===== config.mk =====
export PLATFORM = sky130hd
export DESIGN_NAME = vga_pixel_fetch
export DESIGN_NICKNAME = d
export VERILOG_FILES = /design/src/rtl/vga_pixel_fetch.sv
export SDC_FILE = /design/constraint.sdc
export NUM_CORES = 1
export LEC_CHECK = 0
export CAP_MARGIN = 20
export CORE_ASPECT_RATIO = 0.75
export CORE_UTILIZATION = 36
export CTS_CLUSTER_SIZE = 16
export DETAILED_ROUTE_END_ITERATION = 6
export SLEW_MARGIN = 40
export SYNTH_ARGS = -nofsm -noshare
export SYNTH_HDL_FRONTEND = slang
export SYNTH_SLANG_ARGS = --single-unit

===== constraint.sdc =====
create_clock -name MAX10_CLK1_50 -period 9.5 [get_ports MAX10_CLK1_50]
set_input_delay 1.9 -clock MAX10_CLK1_50 [delete_from_list [all_inputs] [get_ports MAX10_CLK1_50]]
set_output_delay 1.9 -clock MAX10_CLK1_50 [all_outputs]
set_load 0.02 [all_outputs]

===== src/rtl/vga_pixel_fetch.sv =====
// vga_pixel_fetch: prefetches framebuffer pixels into a small FIFO and hands
// one 12-bit RGB pixel per active-pixel request to the VGA timing stage.
// Credits (stored + in flight) bound the reads, so the FIFO cannot overflow
// whatever the memory latency is.
module vga_pixel_fetch #(
   parameter int H_ACTIVE   = 800,
   parameter int V_ACTIVE   = 600,
   parameter int ADDR_W     = 19,
   parameter int DATA_W     = 12,
   parameter int FIFO_DEPTH = 16
) (
   input  logic              MAX10_CLK1_50,
   input  logic              rst,
   input  logic              frame_start,
   input  logic              pix_req,
   output logic [DATA_W-1:0] pix_rgb,
   output logic              pix_valid,
   output logic              underflow,
   output logic              mem_rd,
   output logic [ADDR_W-1:0] mem_addr,
   input  logic              mem_ready,
   input  logic [DATA_W-1:0] mem_rdata,
   input  logic              mem_rvalid
);

   localparam int PTR_W  = $clog2(FIFO_DEPTH);
   localparam int CNT_W  = PTR_W + 1;
   // Stale reads can pile up if frame_start arrives repeatedly with reads in flight.
   localparam int DROP_W = CNT_W + 4;
   localparam logic [ADDR_W-1:0] LAST_ADDR = ADDR_W'(H_ACTIVE * V_ACTIVE - 1);
   localparam logic [CNT_W:0]    DEPTH_C   = (CNT_W+1)'(FIFO_DEPTH);

   typedef enum logic [1:0] {IDLE, FILL, DONE} state_t;

   state_t            state, state_nxt;
   logic [DATA_W-1:0] fifo_mem [FIFO_DEPTH];
   logic [PTR_W-1:0]  wr_ptr, rd_ptr;
   logic [CNT_W-1:0]  fifo_count;
   logic [CNT_W-1:0]  outstanding;
   logic [DROP_W-1:0] drop;
   logic [CNT_W:0]    occupancy;
   logic              accept;
   logic              ret_drop;
   logic              ret_push;
   logic              fifo_empty;
   logic              do_push;
   logic              do_pop;

   // Words stored plus words still owed by memory for the current frame.
   assign occupancy  = {1'b0, fifo_count} + {1'b0, outstanding};
   assign accept     = mem_rd & mem_ready;
   // Returns belonging to a flushed frame are consumed first; returns with no
   // credit at all are spurious and ignored.
   assign ret_drop   = mem_rvalid && (drop != '0);
   assign ret_push   = mem_rvalid && (drop == '0) && (outstanding != '0);
   assign fifo_empty = (fifo_count == '0);
   // frame_start flushes the FIFO, so it suppresses both push and pop.
   assign do_push    = ret_push && !frame_start;
   assign do_pop     = pix_req && !frame_start && !fifo_empty;

   // State register.
   // NOTE: sequential state uses non-blocking assignments so every register
   // samples pre-edge values regardless of block evaluation order.
   always_ff @(posedge MAX10_CLK1_50) begin
      if (rst) state <= IDLE;
      else     state <= state_nxt;
   end

   // Next-state and read-request decode.
   always_comb begin
      // NOTE: defaults first so every path assigns every output; no latches.
      state_nxt = state;
      mem_rd    = 1'b0;
      case (state)
         IDLE: ;
         FILL: begin
            mem_rd = (occupancy < DEPTH_C);
            if (mem_rd && mem_ready && (mem_addr == LAST_ADDR)) state_nxt = DONE;
         end
         DONE: ;
         default: state_nxt = IDLE;
      endcase
      if (frame_start) state_nxt = FILL;
   end

   // Read address and credit accounting.
   always_ff @(posedge MAX10_CLK1_50) begin
      if (rst) begin
         mem_addr    <= '0;
         outstanding <= '0;
         drop        <= '0;
      end else if (frame_start) begin
         mem_addr    <= '0;
         outstanding <= '0;
         // Everything still owed after this edge belongs to the old frame.
         drop        <= drop + DROP_W'(outstanding) + DROP_W'(accept)
                        - DROP_W'(ret_drop) - DROP_W'(ret_push);
      end else begin
         if (accept) mem_addr <= mem_addr + ADDR_W'(1);
         outstanding <= outstanding + CNT_W'(accept) - CNT_W'(ret_push);
         drop        <= drop - DROP_W'(ret_drop);
      end
   end

   // FIFO pointers and fill level.
   always_ff @(posedge MAX10_CLK1_50) begin
      if (rst || frame_start) begin
         wr_ptr     <= '0;
         rd_ptr     <= '0;
         fifo_count <= '0;
      end else begin
         if (do_push) wr_ptr <= wr_ptr + PTR_W'(1);
         if (do_pop)  rd_ptr <= rd_ptr + PTR_W'(1);
         fifo_count <= fifo_count + CNT_W'(do_push) - CNT_W'(do_pop);
      end
   end

   // FIFO storage.
   // NOTE: the data array has no reset; the pointers and count define which
   // words are meaningful, and leaving it unreset lets it map to block RAM.
   always_ff @(posedge MAX10_CLK1_50) begin
      if (do_push) fifo_mem[wr_ptr] <= mem_rdata;
   end

   // Pixel output stage, one cycle after pix_req.
   always_ff @(posedge MAX10_CLK1_50) begin
      if (rst) begin
         pix_rgb   <= '0;
         pix_valid <= 1'b0;
         underflow <= 1'b0;
      end else if (frame_start) begin
         pix_valid <= 1'b0;
         if (pix_req) pix_rgb <= '0;
      end else if (pix_req) begin
         if (!fifo_empty) begin
            pix_rgb   <= fifo_mem[rd_ptr];
            pix_valid <= 1'b1;
         end else begin
            pix_rgb   <= '0;
            pix_valid <= 1'b0;
            underflow <= 1'b1;
         end
      end else begin
         pix_valid <= 1'b0;
      end
   end

endmodule


==> PnR_summary.wiki <==
{| class="wikitable"
! Metric !! Value
|-
| Critical path cell sequence || clkdlybuf4s50_1, nand4_1, inv_1, fa_1, fa_1, inv_1, fa_1, inv_1, fa_1, nand2b_1, a21oi_1, o21ai_0, and4_1, a2111oi_0
|-
| Number of routed nets with antenna violations || 0
|-
| Worst-case setup margin in the final layout || 4.20 ns
|-
| Maximum number of buffers from clock root to sink || 3
|-
| Number of standard cells in the layout, taps in and fillers out || 1178
|-
| Worst Skew || 0.0260 ns
|-
| Number of buffers added by the clock tree synthesis step || 26
|-
| Initial core utilization || a little under two fifths
|-
| Avg Synthesized Cell Area || 15.7 sq um
|-
| Post-detailed-route wirelength per cell || 18.8 um
|-
| Core ar. || 0.0294 sq mm
|-
| Synth cell types || 53
|-
| Detailed-router iteration count before antenna repair || 4
|-
| Number of DRC violations after detailed routing || 0
|-
| Mapped Area || 0.0109 sq mm
|-
| Via count of the routed design || 5926
|-
| Warnings, synthesis || 0
|-
| Maximum Capacitance Violations || 0
|-
| Area Growth Syn to Fin || 18.0%
|-
| Sum of net half-perimeters after detailed placement || between 10000 and 15000 um
|-
| Synth Register Bits || 258
|-
| Achievable frequency || 189 MHz
|-
| Worst Tran Pin Value || 0.818 ns
|-
| Sequential-to-total area share from yosys stat || 65.0%
|-
| Count of flip-flops with a built-in enable after synthesis || roughly 190
|-
| Post-placement setup slack || 3.63 ns
|-
| Height of the die || 153 um
|-
| Count of instances resized after the clock tree is built || 0
|-
| Count of input and output buffers || 51
|-
| Required time of the worst setup path || 9.89 ns
|-
| Number of sinks on the clock net || approximately 260
|-
| Power density over the cells || 210 mW/mm^2
|-
| Crit-path max FO || 5
|-
| Clock insertion delay at the later pin of the skew report || between 0.5 and 0.6 ns
|-
| Slowest library cell on the worst path || clkdlybuf4s50_1
|-
| Setup slack on the worst flop-to-flop path || 4.80 ns
|-
| Number of global-route vias before repair || just under 6000
|-
| Type of the worst min-delay path || reg -> reg
|-
| Io pins || 52
|-
| Crit-path max cell delay || approximately 0.48 ns
|-
| Final setup violating endpoints || 0
|-
| Worst-path clk slew || 0.06 ns
|-
| Standby leakage power || about 4.2 nW
|-
| List of most frequent post-synthesis cells || edfxtp_1, dfxtp_1, mux4_2, nor2_1, inv_1
|-
| Post-layout min period || approximately 5.3 ns
|-
| Final weighted congestion of routability-driven global placement || 0.807
|-
| Routed Wire Length || 22100 um
|-
| Global-route wire length before repair || 34800 um
|-
| Congestion Overflow GR || 0
|-
| Diode count || 0
|-
| Startpoint kind of the worst setup timing path || input port
|-
| Placed insts || 1130
|-
| Hold Fails Final Rpt || 0
|-
| Clock root buffer || clkbuf_16
|-
| Clock tree from TritonCTS || done
|-
| Share of Yosys cell area claimed by the top area cell type || 52.9%
|-
| Final worst path period share || 55.8%
|-
| Most used flip-flop cell after synthesis || edfxtp_1
|-
| RSZ-0062 raised after global routing || false
|-
| Cell count after synthesis || 695
|-
| Total of hold buffers inserted after clock tree synthesis || 0
|-
| Largest net degree at the start of global routing || 49
|-
| Final Slew Violations || 0
|-
| Proportion of synthesized flip-flops having asynchronous set or reset || 0%
|-
| H-tree depth || 1
|-
| Post-synthesis net count || 757
|-
| Largest area contributor in the netlist || edfxtp_1
|-
| Relative max-transition margin || a little under half
|-
| Dominant cells by area after synthesis || edfxtp_1, mux4_2, dfxtp_1
|-
| Maximum vdd ir drop || about 0.00011 V
|-
| Antenna violations before repair || 0
|-
| CP dominant cell by count || fa_1
|-
| CP arrival || about 5.7 ns
|-
| Share of post-route cells with drive strength above 1 || about 17%
|-
| Floorplan die width || 203 um
|-
| Setup repair bufs after CTS || 0
|-
| Global-route total usage across every layer || roughly 15%
|-
| Total power || 0.00270 W
|-
| Status || finished, final reports clean
|-
| Number of placement rows || 54
|-
| Endpoint kind of the worst setup timing path || register
|-
| Mean number of vias per cell || 5.03
|-
| Iter 0 DRT Violations || 407
|-
| # nets final || approximately 830
|-
| Cell with the most instances after synthesis || edfxtp_1
|-
| Die Footprint || 0.0310 sq mm
|-
| Setup_tns || 0 ns
|-
| Setup Crit Path Kind || in -> reg
|}
==> cell usage in the layout, fill, tap and decap left out, types with 6 or more instances in the layout <==
cell / synthesis / layout
a211oi_1: 7 / 7
mux4_2: 60 / 60
nor2_1: 60 / 55
inv_1: 47 / 47
clkbuf_16: 0 / 26
a21oi_1: 18 / 18
nor3_1: 15 / 10
xnor2_1: 25 / 25
clkbuf_1: 18 / 8
o21ai_0: 15 / 15
nand3_1: 9 / 9
buf_4: 3 / 15
clkdlybuf4s50_1: 0 / 51
edfxtp_1: 192 / 192
xor2_1: 6 / 6
a22o_1: 12 / 12
dfxtp_1: 66 / 63
ha_1: 38 / 38
fa_1: 6 / 6
nor4_1: 9 / 9
nand2_1: 16 / 16
or3_1: 8 / 8
==> layout make-up <==
type | count | area, sq um
timing repair buffer | 68 | 663
inverter | 47 | 176
fill | 2604 | 16500
multi-input combinational | 365 | 3600
tap | 392 | 490
clock buffer | 34 | 681
sequential | 258 | 7090
clock inverter | 14 | 163
==> stage by stage <==
step                      util (%)  hold slack [ns]  instance area (sq um)
after global routing          43.8            0.489                  12900
after floorplan                  -            0.475                  10900
after global placement        40.6            0.452                  11900
final                         43.8            0.479                  12900
after CTS                     43.8            0.483                  12900
after detailed placement      40.9            0.468                  12000
==> power breakdown <==
group | switching, W | internal (W)
registers | 0.0000234 | 0.00123
clock network | 0.000430 | 0.000590
logic | 0.000230 | 0.000188
total | 0.000684 | 0.00201
==> registers in the layout, summed over array words and instances, names as in the netlist, named ones only <==
register / cells
state: 2
pix_valid: 1
rd_ptr: 4
outstanding: 5
fifo_mem: 192
wr_ptr: 4
drop: 9
underflow: 1
fifo_count: 5
mem_addr: 19
pix_rgb: 12
==> logic make-up (layout without fill, tap and decap cells) <==
kind of cell	Yosys count	after routing	synth area share [%]
compound gates	72	72	4.43
flops	258	258	65.0
buf+inv	72	163	2.59
fa+ha+maj	44	44	5.47
simple gates	155	155	7.29
xor+xnor	31	31	2.49
mux	63	63	12.7
==> worst paths after layout <==
path,start,endpoint,cells past startpoint
max,mem_rvalid,drop[6],14
min,pix_rgb[10],pix_rgb[10],1
max reg2reg,drop[6],drop[6],16
min reg2reg,pix_rgb[10],pix_rgb[10],1
==> layer usage <==
metal	global-route usage, %	share of wire, %	routed length (um)	up-vias
li1	-	-	-	2807
met4	3.90	2.4	534	0
met3	2.42	4.2	920	36
met2	21.9	44	9790	115
met5	0	0	0	-
met1	21.7	49	10900	2968
==> worst max-delay path: cells and delay by family <==
kind	cells	cell delay, ns
fa+ha+maj	4	1.54
compound gates	3	0.89
buf+inv	4	0.86
simple gates	3	0.52
No activity file was read; power rests on OpenSTA's default activity.
